**src/rtl/ysyx_25060173_decode_stage.sv**
```systemverilog
// RV32 decode stage: combinational decode of the incoming word into a single
// registered, valid/ready handshaked bundle, plus a count of bundles taken by EXU.
module ysyx_25060173_decode_stage #(
    parameter int XLEN             = 32,
    parameter int RV32E            = 0,
    parameter int EN_M             = 0,
    parameter int HALT_ON_SELF_JAL = 1,
    parameter int CNT_W            = 32
) (
    input  logic             clk,
    input  logic             rst,
    input  logic             in_valid,
    output logic             in_ready,
    input  logic [31:0]      in_inst,
    input  logic [XLEN-1:0]  in_pc,
    input  logic             flush,
    output logic             out_valid,
    input  logic             out_ready,
    output logic [5:0]       out_op,
    output logic [4:0]       out_rd,
    output logic [4:0]       out_rs1,
    output logic [4:0]       out_rs2,
    output logic [XLEN-1:0]  out_imm,
    output logic [XLEN-1:0]  out_pc,
    output logic             out_illegal,
    output logic             out_wen,
    output logic [CNT_W-1:0] dec_count
);

    generate
        if (XLEN != 32) begin : g_xlen_check
            $error("ysyx_25060173_decode_stage supports XLEN=32 only");
        end
    endgenerate

    localparam logic [5:0] OP_ILLEGAL = 6'd0,  OP_ADD   = 6'd1,  OP_SUB   = 6'd2;
    localparam logic [5:0] OP_SLL     = 6'd3,  OP_SLT   = 6'd4,  OP_SLTU  = 6'd5;
    localparam logic [5:0] OP_XOR     = 6'd6,  OP_SRL   = 6'd7,  OP_SRA   = 6'd8;
    localparam logic [5:0] OP_OR      = 6'd9,  OP_AND   = 6'd10, OP_ADDI  = 6'd11;
    localparam logic [5:0] OP_SLTI    = 6'd12, OP_SLTIU = 6'd13, OP_XORI  = 6'd14;
    localparam logic [5:0] OP_ORI     = 6'd15, OP_ANDI  = 6'd16, OP_SLLI  = 6'd17;
    localparam logic [5:0] OP_SRLI    = 6'd18, OP_SRAI  = 6'd19, OP_LB    = 6'd20;
    localparam logic [5:0] OP_LH      = 6'd21, OP_LW    = 6'd22, OP_LBU   = 6'd23;
    localparam logic [5:0] OP_LHU     = 6'd24, OP_SB    = 6'd25, OP_SH    = 6'd26;
    localparam logic [5:0] OP_SW      = 6'd27, OP_BEQ   = 6'd28, OP_BNE   = 6'd29;
    localparam logic [5:0] OP_BLT     = 6'd30, OP_BGE   = 6'd31, OP_BLTU  = 6'd32;
    localparam logic [5:0] OP_BGEU    = 6'd33, OP_JAL   = 6'd34, OP_JALR  = 6'd35;
    localparam logic [5:0] OP_LUI     = 6'd36, OP_AUIPC = 6'd37, OP_EBREAK = 6'd38;
    localparam logic [5:0] OP_ECALL   = 6'd39;

    typedef enum logic [2:0] {FMT_N, FMT_R, FMT_I, FMT_S, FMT_B, FMT_U, FMT_J} fmt_e;

    function automatic logic signed [XLEN-1:0] imm_i(input logic [31:0] w);
        return {{(XLEN-11){w[31]}}, w[30:20]};
    endfunction

    function automatic logic signed [XLEN-1:0] imm_s(input logic [31:0] w);
        return {{(XLEN-11){w[31]}}, w[30:25], w[11:7]};
    endfunction

    function automatic logic signed [XLEN-1:0] imm_b(input logic [31:0] w);
        return {{(XLEN-12){w[31]}}, w[7], w[30:25], w[11:8], 1'b0};
    endfunction

    function automatic logic signed [XLEN-1:0] imm_u(input logic [31:0] w);
        return {{(XLEN-31){w[31]}}, w[30:12], 12'b0};
    endfunction

    function automatic logic signed [XLEN-1:0] imm_j(input logic [31:0] w);
        return {{(XLEN-20){w[31]}}, w[19:12], w[20], w[30:21], 1'b0};
    endfunction

    logic [6:0] opcode_p0, funct7_p0;
    logic [2:0] funct3_p0;
    logic [4:0] rd_raw_p0, rs1_raw_p0, rs2_raw_p0;

    assign opcode_p0  = in_inst[6:0];
    assign rd_raw_p0  = in_inst[11:7];
    assign funct3_p0  = in_inst[14:12];
    assign rs1_raw_p0 = in_inst[19:15];
    assign rs2_raw_p0 = in_inst[24:20];
    assign funct7_p0  = in_inst[31:25];

    // Stage p0: opcode/funct matching; every unmatched word stays OP_ILLEGAL
    logic [5:0] raw_op_p0;

    always_comb begin
        raw_op_p0 = OP_ILLEGAL;
        if (HALT_ON_SELF_JAL != 0 && in_inst == 32'h0000_006f) begin
            raw_op_p0 = OP_EBREAK;
        end else begin
            case (opcode_p0)
                7'b0110011: begin
                    if (funct7_p0 == 7'h00) begin
                        case (funct3_p0)
                            3'd0: raw_op_p0 = OP_ADD;
                            3'd1: raw_op_p0 = OP_SLL;
                            3'd2: raw_op_p0 = OP_SLT;
                            3'd3: raw_op_p0 = OP_SLTU;
                            3'd4: raw_op_p0 = OP_XOR;
                            3'd5: raw_op_p0 = OP_SRL;
                            3'd6: raw_op_p0 = OP_OR;
                            default: raw_op_p0 = OP_AND;
                        endcase
                    end else if (funct7_p0 == 7'h20) begin
                        if (funct3_p0 == 3'd0) raw_op_p0 = OP_SUB;
                        else if (funct3_p0 == 3'd5) raw_op_p0 = OP_SRA;
                    end else if (funct7_p0 == 7'h01 && EN_M != 0) begin
                        raw_op_p0 = {3'b101, funct3_p0};  // MUL..REMU occupy 40..47
                    end
                end
                7'b0010011: begin
                    case (funct3_p0)
                        3'd0: raw_op_p0 = OP_ADDI;
                        3'd2: raw_op_p0 = OP_SLTI;
                        3'd3: raw_op_p0 = OP_SLTIU;
                        3'd4: raw_op_p0 = OP_XORI;
                        3'd6: raw_op_p0 = OP_ORI;
                        3'd7: raw_op_p0 = OP_ANDI;
                        3'd1: if (funct7_p0 == 7'h00) raw_op_p0 = OP_SLLI;
                        default: begin
                            if (funct7_p0 == 7'h00) raw_op_p0 = OP_SRLI;
                            else if (funct7_p0 == 7'h20) raw_op_p0 = OP_SRAI;
                        end
                    endcase
                end
                7'b0000011: begin
                    case (funct3_p0)
                        3'd0: raw_op_p0 = OP_LB;
                        3'd1: raw_op_p0 = OP_LH;
                        3'd2: raw_op_p0 = OP_LW;
                        3'd4: raw_op_p0 = OP_LBU;
                        3'd5: raw_op_p0 = OP_LHU;
                        default: ;
                    endcase
                end
                7'b0100011: begin
                    case (funct3_p0)
                        3'd0: raw_op_p0 = OP_SB;
                        3'd1: raw_op_p0 = OP_SH;
                        3'd2: raw_op_p0 = OP_SW;
                        default: ;
                    endcase
                end
                7'b1100011: begin
                    case (funct3_p0)
                        3'd0: raw_op_p0 = OP_BEQ;
                        3'd1: raw_op_p0 = OP_BNE;
                        3'd4: raw_op_p0 = OP_BLT;
                        3'd5: raw_op_p0 = OP_BGE;
                        3'd6: raw_op_p0 = OP_BLTU;
                        3'd7: raw_op_p0 = OP_BGEU;
                        default: ;
                    endcase
                end
                7'b1101111: raw_op_p0 = OP_JAL;
                7'b1100111: if (funct3_p0 == 3'd0) raw_op_p0 = OP_JALR;
                7'b0110111: raw_op_p0 = OP_LUI;
                7'b0010111: raw_op_p0 = OP_AUIPC;
                7'b1110011: begin
                    if (in_inst == 32'h0010_0073) raw_op_p0 = OP_EBREAK;
                    else if (in_inst == 32'h0000_0073) raw_op_p0 = OP_ECALL;
                end
                default: ;
            endcase
        end
    end

    fmt_e fmt_p0;
    logic use_rd_p0, use_rs1_p0, use_rs2_p0, rv32e_bad_p0, illegal_p0, wen_p0;
    logic [5:0] op_p0;
    logic [4:0] rd_p0, rs1_p0, rs2_p0;
    logic signed [XLEN-1:0] imm_p0;

    always_comb begin
        fmt_p0 = FMT_N;
        if ((raw_op_p0 >= OP_ADD && raw_op_p0 <= OP_AND) || raw_op_p0 >= 6'd40) fmt_p0 = FMT_R;
        else if ((raw_op_p0 >= OP_ADDI && raw_op_p0 <= OP_LHU) || raw_op_p0 == OP_JALR) fmt_p0 = FMT_I;
        else if (raw_op_p0 >= OP_SB && raw_op_p0 <= OP_SW) fmt_p0 = FMT_S;
        else if (raw_op_p0 >= OP_BEQ && raw_op_p0 <= OP_BGEU) fmt_p0 = FMT_B;
        else if (raw_op_p0 == OP_LUI || raw_op_p0 == OP_AUIPC) fmt_p0 = FMT_U;
        else if (raw_op_p0 == OP_JAL) fmt_p0 = FMT_J;
    end

    assign use_rd_p0  = fmt_p0 inside {FMT_R, FMT_I, FMT_U, FMT_J};
    assign use_rs1_p0 = fmt_p0 inside {FMT_R, FMT_I, FMT_S, FMT_B};
    assign use_rs2_p0 = fmt_p0 inside {FMT_R, FMT_S, FMT_B};

    assign rv32e_bad_p0 = (RV32E != 0) && ((use_rd_p0 && rd_raw_p0[4]) ||
                                           (use_rs1_p0 && rs1_raw_p0[4]) ||
                                           (use_rs2_p0 && rs2_raw_p0[4]));
    assign illegal_p0 = (raw_op_p0 == OP_ILLEGAL) || rv32e_bad_p0;

    // Illegal words keep their raw register fields so the trap handler can inspect them
    always_comb begin
        op_p0  = illegal_p0 ? OP_ILLEGAL : raw_op_p0;
        rd_p0  = (illegal_p0 || use_rd_p0)  ? rd_raw_p0  : 5'd0;
        rs1_p0 = (illegal_p0 || use_rs1_p0) ? rs1_raw_p0 : 5'd0;
        rs2_p0 = (illegal_p0 || use_rs2_p0) ? rs2_raw_p0 : 5'd0;
        wen_p0 = !illegal_p0 && use_rd_p0 && (rd_raw_p0 != 5'd0);
        imm_p0 = '0;
        if (!illegal_p0) begin
            case (fmt_p0)
                FMT_I:   imm_p0 = imm_i(in_inst);
                FMT_S:   imm_p0 = imm_s(in_inst);
                FMT_B:   imm_p0 = imm_b(in_inst);
                FMT_U:   imm_p0 = imm_u(in_inst);
                FMT_J:   imm_p0 = imm_j(in_inst);
                default: imm_p0 = '0;
            endcase
        end
    end

    // Stage p1: single-entry output register and handshake
    logic                   vld_p1, illegal_p1, wen_p1;
    logic [5:0]             op_p1;
    logic [4:0]             rd_p1, rs1_p1, rs2_p1;
    logic signed [XLEN-1:0] imm_p1;
    logic [XLEN-1:0]        pc_p1;
    logic [CNT_W-1:0]       cnt_p1;
    logic                   in_fire, out_fire;

    assign in_ready = !vld_p1 || out_ready;
    assign in_fire  = in_valid && in_ready && !flush;
    assign out_fire = vld_p1 && out_ready;

    always_ff @(posedge clk or posedge rst) begin
        if (rst) begin
            vld_p1     <= 1'b0;
            op_p1      <= '0;
            rd_p1      <= '0;
            rs1_p1     <= '0;
            rs2_p1     <= '0;
            imm_p1     <= '0;
            pc_p1      <= '0;
            illegal_p1 <= 1'b0;
            wen_p1     <= 1'b0;
            cnt_p1     <= '0;
        end else begin
            if (out_fire) cnt_p1 <= cnt_p1 + CNT_W'(1);
            if (flush) vld_p1 <= 1'b0;
            else if (in_fire) vld_p1 <= 1'b1;
            else if (out_fire) vld_p1 <= 1'b0;
            if (in_fire) begin
                op_p1      <= op_p0;
                rd_p1      <= rd_p0;
                rs1_p1     <= rs1_p0;
                rs2_p1     <= rs2_p0;
                imm_p1     <= imm_p0;
                pc_p1      <= in_pc;
                illegal_p1 <= illegal_p0;
                wen_p1     <= wen_p0;
            end
        end
    end

    assign out_valid   = vld_p1;
    assign out_op      = op_p1;
    assign out_rd      = rd_p1;
    assign out_rs1     = rs1_p1;
    assign out_rs2     = rs2_p1;
    assign out_imm     = imm_p1;
    assign out_pc      = pc_p1;
    assign out_illegal = illegal_p1;
    assign out_wen     = wen_p1;
    assign dec_count   = cnt_p1;

endmodule
```
**config.mk**
```make
export PLATFORM = sky130hd
export DESIGN_NAME = ysyx_25060173_decode_stage
export DESIGN_NICKNAME = d
export VERILOG_FILES = /design/src/rtl/ysyx_25060173_decode_stage.sv
export SDC_FILE = /design/constraint.sdc
export NUM_CORES = 1
export LEC_CHECK = 0
export ABC_AREA = 1
export CAP_MARGIN = 20
export CORE_ASPECT_RATIO = 1.25
export CORE_MARGIN = 4
export CORE_UTILIZATION = 53
export CTS_BUF_LIST = sky130_fd_sc_hd__clkbuf_4 sky130_fd_sc_hd__clkbuf_8
export CTS_CLUSTER_DIAMETER = 100
export CTS_CLUSTER_SIZE = 20
export DETAILED_ROUTE_END_ITERATION = 12
export PLACE_DENSITY = 0.94
export SETUP_SLACK_MARGIN = 0.2
export SYNTH_ARGS = -nofsm -noshare
export SYNTH_HDL_FRONTEND = slang
export SYNTH_SLANG_ARGS = --single-unit
```
**constraint.sdc**
```tcl
create_clock -name clk -period 6.9 [get_ports clk]
set_clock_uncertainty 0.2 [all_clocks]
set_input_delay 0.69 -clock clk [delete_from_list [all_inputs] [get_ports clk]]
set_output_delay 0.69 -clock clk [all_outputs]
set_load 0.05 [all_outputs]
```
==> results of run 1 <==
==> worst min path at each step <==
stage                           start           to  slack [ps]  depth (start not counted)
after floorplan                 flush    out_valid         550                          1
after global placement     out_pc[17]   out_pc[17]         250                          2
after detailed placement   out_pc[19]   out_pc[19]         260                          2
after CTS                  out_pc[18]   out_pc[18]         280                          2
after global routing      out_imm[29]  out_imm[29]         300                          2
final                      out_pc[18]   out_pc[18]         270                          2
==> cell type report <==
class / instances / area, µm² / area share
repair buffers: 192 / 1914 / 0.2143
well taps: 164 / 205.2 / 0.02297
multi-input cells: 640 / 3057 / 0.3422
clock buffers: 18 / 247.7 / 0.02773
inverters: 87 / 339.1 / 0.03796
flip-flops and latches: 120 / 3003 / 0.3361
clock inverters: 13 / 167.7 / 0.01877
==> kinds of logic (layout without fill, tap and decap cells) <==
logic type	after synthesis	in the layout
DFF	120	120
buffers and inverters	114	310
AOI/OAI and AO/OA	30	30
and+or+nand+nor	580	580
xor gates and xnor gates	29	29
adders and majority gates	1	1
==> registers in the layout, indices dropped and copies added, names as in the netlist <==
| name | flops |
|---|---|
| out_illegal | 1 |
| out_imm | 32 |
| out_rd | 5 |
| out_pc | 32 |
| out_wen | 1 |
| dec_count | 32 |
| out_op | 6 |
| out_rs2 | 5 |
| out_valid | 1 |
| out_rs1 | 5 |
==> report_power, final <==
| group | leakage, µW | total [µW] | switching (µW) | internal [µW] |
|---|---|---|---|---|
| sequential | 0.00155 | 823 | 53.8 | 769 |
| clock | 0.000206 | 673 | 304 | 369 |
| combinational | 0.00281 | 600 | 407 | 193 |
| total | 0.00457 | 2100 | 765 | 1330 |
==> worst register-to-register path: cells and delay by family (launching register included) <==
kind          cells  cell delay, ps
flops             1             430
fa+ha+maj         1             290
xor+xnor          1             150
simple gates     11            1880
==> stage by stage <==
stage	util	power, µW	hold WS (ps)	instances	setup WS [ps]
6_report	0.7380	2096	274.1	1234	3476
5_1_grt	0.7380	2175	302.5	1234	3297
4_1_cts	0.7380	2099	277.5	1234	3527
3_5_place_dp	0.7037	1423	258.2	1203	3081
3_3_place_gp	0.7037	1411	253.2	1203	3061
2_1_floorplan	-	1189	553.1	874	2824
==> layout by cell type (no fill, tap or decap), types with 2 or more instances in the layout <==
master / count
nand4_1: 32
inv_2: 4
nand3_1: 62
clkbuf_8: 18
nor2_2: 8
a31oi_1: 2
xor2_1: 20
inv_1: 78
o21ai_0: 13
inv_6: 4
inv_4: 3
clkinv_2: 2
nor4_1: 2
nand4_2: 4
xnor2_1: 9
nand3_2: 6
a21oi_1: 9
nor2_8: 2
buf_4: 3
nand3_4: 2
nor2_1: 71
nand2_2: 16
nand2_1: 356
nor3_2: 4
bufinv_16: 3
nor2_4: 4
clkinvlp_4: 2
clkdlybuf4s50_1: 189
nor3_1: 9
clkinv_4: 3
dfrtp_1: 120
==> metal layers <==
layer,GRT usage,up-vias,part of all wire
met2,0.5084,332,0.50
met1,0.3506,3040,0.37
met3,0.06810,90,0.072
met4,0.1663,0,0.056
li1,-,3106,-
met5,0,-,0
==> run_results.csv, run 1 <==
group,metric,value,unit
timing,drv_slew,0,
synthesis,ys_types,38,
worst_setup_path,slowest_delay,730,ps
clocking,cts_root_buffer,"clkbuf_8",
layout,fin_area,8934,µm²
clocking,post_cts_buffers,0,
synthesis,syn_area_per_cell,7.489,µm²
synthesis,syn_nets,944,
die,rows,45,
power_and_ir_drop,ir_drop,0.1370,mV
clocking,cts_sinks,120,
job,drv_cap,0,
worst_setup_path,critPathMaxFanout,20,
worst_setup_path,crit_type,"primary input to flop",
timing,worstMarginPinSlew,944.6,ps
grt,grt.overflow.total,0,
grt,grt_max_degree,78,
synthesis,synth_compound_area_frac,0.02772,
worst_setup_path,crit_required,7020,ps
die,io_pins,190,
die,die_y,132.2,µm
timing,rsz0062_at_grt,"false",
timing,finalSetupTns,0,ps
clocking,cts_tree,"built",
die,core,12110,µm²
place,place_area,8518,µm²
grt,grt_pass1_vias,6697,
synthesis,synth_fa_ha_area_frac,0.001912,
timing,min_period_over_period,0.4963,
clocking,cts_buffers,17,
place,io_buffers,189,
synthesis,synth_commonest_cells,"nand2_1 (356), dfrtp_1 (120), inv_1 (79)",
drt,drtPass1Iterations,5,
worst_setup_path,crit_top_cell,"nand2_2",
clocking,cts_max_level,4,
worst_setup_path,cp.depth,17,
worst_setup_path,start_kind,"primary input",
die,start_util,0.5407,
drt,wl_per_cell,17.07,µm
synthesis,synth_area_leader_cell,"dfrtp_1",
drt,drc,0,
synthesis,syn_inst,874,
synthesis,synth.most_common_cell,"nand2_1",
layout,syn2layout_area_growth,36.49,%
layout,nFillCells,880,
synthesis,synth_top_family_by_area,"simple AND/OR/NAND/NOR gates",
drt,wl,21.06,mm
power_and_ir_drop,leakage,0.004570,µW
worst_setup_path,r2r_setup_slack,3840,ps
die,die_area,14200,µm²
synthesis,synthTopCellsByArea,"dfrtp_1 (46%), nand2_1 (20%), nand3_1 (4.7%), inv_1 (4.5%), nor2_1 (4.1%)",
worst_setup_path,path_cells,"clkdlybuf4s50_1, inv_1, nand3_2, inv_2, nand3_4, nand2_1, clkinv_1, nand2_2, nor2_8, nand3_1, o21bai_2, nand2_2, nand2_2, nand2_2, nand4_1, nand2_1, nand2_1",
synthesis,synthArstFlopShare,1.000,
clocking,cts_hold_buf,0,
clocking,clk_latency,440,ps
worst_setup_path,endpoint,"out_imm[27]",
timing,finalHoldViolCount,0,
timing,max-slew-margin-rel,0.3703,
timing,timing.fmax,292.0,MHz
worst_setup_path,crit_buf_inv,4,
synthesis,muxShareOfSynthArea,0,
synthesis,synth_edf_count,0,
place,hpwl,15.06,mm
drt,vias_per_cell,5.323,
run_status,status,"finished clean",
synthesis,ys.flop_type,"dfrtp_1",
grt,grt_pass1_wl,33.74,mm
timing,setup_viol_count_final,0,
layout,finalNetCount,1128,
worst_setup_path,timing.rr.end,"dec_count[28]",
place,place_congestion,0.9634,
clocking,clockBufferDepth,2,
drt,vias,6568,
worst_hold_path,holdCritPathClass,"flop to flop",
drt,drt_iter0_drc,562,
clocking,cts_resized,0,
power_and_ir_drop,powerDensity,234.6,nW/µm²
worst_setup_path,startpoint,"in_inst[14]",
worst_setup_path,worstSetupEndpointType,"flop",
synthesis,synthXorXnorAreaFrac,0.03881,
synthesis,yosysWarnings,0,
drt,ant_nets,0,
clocking,clk_pin_slew,80,ps
layout,diodes,0,
synthesis,synthSimpleGateAreaFrac,0.3978,
grt,grt_usage,0.3010,
synthesis,ys_ff_latch,120,
synthesis,yosysSeqAreaShare,0.4588,
die,fp.dieW,107.4,µm
worst_setup_path,arrival,3550,ps
timing,period_needed,3424,ps
worst_setup_path,r2r_start,"dec_count[1]",
synthesis,synth_top_cell_area_share,0.4588,
layout,layout-drive-gt1-share,0.08692,
grt,antenna_found_initial,0,
worst_setup_path,critPathSlowestCell,"clkdlybuf4s50_1",
worst_setup_path,r2r_cells,13,
worst_setup_path,cp_top_family,"simple AND/OR/NAND/NOR gates",
synthesis,netlist_area,6545,µm²
Note: power is estimated with default switching activity, not from simulation.
==> run 2: changes to the inputs <==
--- a/config.mk
+++ b/config.mk
@@ -9,12 +9,12 @@
 export CAP_MARGIN = 20
 export CORE_ASPECT_RATIO = 1.25
 export CORE_MARGIN = 4
-export CORE_UTILIZATION = 53
+export CORE_UTILIZATION = 45
 export CTS_BUF_LIST = sky130_fd_sc_hd__clkbuf_4 sky130_fd_sc_hd__clkbuf_8
 export CTS_CLUSTER_DIAMETER = 100
 export CTS_CLUSTER_SIZE = 20
 export DETAILED_ROUTE_END_ITERATION = 12
-export PLACE_DENSITY = 0.94
+export PLACE_DENSITY = 0.85
 export SETUP_SLACK_MARGIN = 0.2
 export SYNTH_ARGS = -nofsm -noshare
 export SYNTH_HDL_FRONTEND = slang
==> constraint.sdc (replaced) <==
create_clock -name clk -period 2.9 [get_ports clk]
set_clock_uncertainty 0.2 [all_clocks]
set_input_delay 0.29 -clock clk [delete_from_list [all_inputs] [get_ports clk]]
set_output_delay 0.29 -clock clk [all_outputs]
set_load 0.05 [all_outputs]
==> run 2 against run 1 <==
  * Highest routed layer unchanged
  * First-iteration DRC count is 3.6% higher
  * Largest cell class unchanged
  * Die area up 17%
  * Sequential power increased by 140%
==> run_results.csv, run 2 (synthesis gave the netlist of run 1 again) <==
group,metric,value,unit
layout,layout_common_cells,"nand2_1 (354), clkdlybuf4s50_1 (186), dfrtp_1 (118), inv_1 (77), nor2_1 (68)",
clocking,cts_sinks,120,
worst_setup_path,critPathSlowestCell,"dfrtp_2",
layout,finalNetCount,1191,
drt,vias,6667,
die,core,14350,µm²
power_and_ir_drop,ir_drop,0.4293,mV
place,io_buffers,189,
layout,layout-drive-gt1-share,0.1464,
worst_setup_path,arrival,2640,ps
place,dp_cells,1280,
grt,antenna_found_initial,0,
grt,grt_usage,0.2397,
worst_setup_path,cp_top_family,"simple AND/OR/NAND/NOR gates",
drt,vias_per_cell,5.082,
timing,max-slew-margin-rel,0.5330,
grt,grt.overflow.total,0,
timing,min_period_over_period,0.8719,
worst_setup_path,start_kind,"flop",
layout,final_common_cell,"nand2_1",
timing,drv_slew,0,
place,place_congestion,0.9579,
worst_setup_path,crit_type,"flop to flop",
timing,setup_viol_count_final,0,
worst_setup_path,worstSetupEndpointType,"flop",
timing,setup_ws,371.4,ps
timing,period_needed,2529,ps
drt,drt_iter0_drc,582,
timing,timing.fmax,395.5,MHz
die,rows,49,
clocking,cts_root_buffer,"clkbuf_8",
drt,wl_per_cell,15.43,µm
power_and_ir_drop,leakage,0.004948,µW
place,post-place-ws,-165.4,ps
clocking,cts_buffers,17,
layout,syn2layout_area_growth,45.63,%
die,fp.dieW,115.9,µm
place,place_area,9025,µm²
die,die_y,142.8,µm
grt,grt_pass1_wl,31.58,mm
run_status,status,"finished clean",
die,start_util,0.4562,
die,io_pins,190,
drt,wl,20.25,mm
clocking,cts_tree,"built",
worst_setup_path,crit_required,3020,ps
worst_setup_path,slowest_delay,390,ps
drt,drc,0,
power_and_ir_drop,p_total,5078,µW
place,hpwl,15.48,mm
worst_setup_path,path_cells,"ha_1, nand3_1, nor2_1, nand2_1, nor2_2, nand4_1, nor2_2, nand2_2, nor3_4, nand3_2, nor2_4, nand3_1, xor2_1",
timing,whs,164.2,ps
grt,grt_pass1_vias,6410,
timing,rsz0062_at_grt,"true",
clocking,cts_max_level,4,
layout,fin_cells,1312,
layout,fin_area,9532,µm²
timing,finalHoldViolCount,0,
power_and_ir_drop,powerDensity,532.8,nW/µm²
worst_hold_path,holdCritPathClass,"primary input to asynchronous set/reset pin",
drt,ant_nets,0,
die,die_area,16550,µm²
job,drv_cap,0,
clocking,clockBufferDepth,2,
clocking,clk_pin_slew,70,ps
drt,drtPass1Iterations,5,
worst_setup_path,crit_buf_inv,0,
layout,diodes,0,
worst_setup_path,critPathMaxFanout,4,
clocking,clk_latency,430,ps
timing,worstMarginPinSlew,700.5,ps
grt,grt_max_degree,121,
run 2: cell count changes in the layout (fill, tap and decap cells not counted), moves of 3 or more:
cell and delta:
dlymetal6s2s_1 +3, buf_4 +62, clkdlybuf4s50_1 -3, clkbuf_4 +3, nor2_1 -3
run 2: path summary, 6_finish.rpt:
kind	start	end	slack (ps)	cells after the start
setup reg to reg	dec_count[1]	dec_count[26]	370	13
hold reg to reg	dec_count[31]	dec_count[31]	270	1
setup / recovery	dec_count[1]	dec_count[26]	370	13
hold / removal	rst	dec_count[16]	160	3
min in group clk	in_pc[21]	out_pc[21]	190	3
max in group asynchronous	rst	out_rd[0]	1750	3
run 2: power breakdown:
group / total [µW] / internal, µW / switching (µW)
Combinational: 1450 / 495 / 955
Sequential: 1950 / 1830 / 116
Clock: 1680 / 990 / 689
Total: 5080 / 3320 / 1760
run 2: tightest hold or removal path, stage by stage:
cell	delay (ps)
clkdlybuf4s50_1	450
clkinvlp_4	110
buf_12	420
run 2: layer usage:
metal / up-vias / wire, µm / GRT usage
met4: 0 / 900 / 0.1045
met3: 64 / 1218 / 0.04663
li1: 3236 / - / -
met1: 3120 / 7939 / 0.2895
met2: 247 / 10190 / 0.4132
met5: - / 0 / 0
run 2: final cells by class:
class | instances | area [µm²]
fill | 1176 | 4815
multi-input combinational | 640 | 3115
sequential | 120 | 3005
timing repair buffer | 255 | 2407
inverter | 87 | 340.3
clock buffer | 21 | 270.3
tap | 178 | 222.7
clock inverter | 11 | 170.2
run 2: repair_timing:
item	4_1_cts	5_1_grt
gates resized for setup	0	17
hold buffers	0	0
setup endpoints to repair	0	52
buffers inserted	0	0
run 2: stage by stage:
stage	util	setup TNS [ps]
6_report	0.6644	0
4_1_cts	0.6598	0
3_5_place_dp	0.6291	-4505
3_3_place_gp	0.6291	-3259
2_1_floorplan	-	0
5_1_grt	0.6644	0
==> run 3: changes to the inputs <==
--- a/config.mk
+++ b/config.mk
@@ -16,6 +16,7 @@
 export DETAILED_ROUTE_END_ITERATION = 12
 export PLACE_DENSITY = 0.85
 export SETUP_SLACK_MARGIN = 0.2
+export SLEW_MARGIN = 10
 export SYNTH_ARGS = -nofsm -noshare
 export SYNTH_HDL_FRONTEND = slang
 export SYNTH_SLANG_ARGS = --single-unit
==> results of run 3 <==
The final DEF is identical to that of run 2; final timing and power are the same.
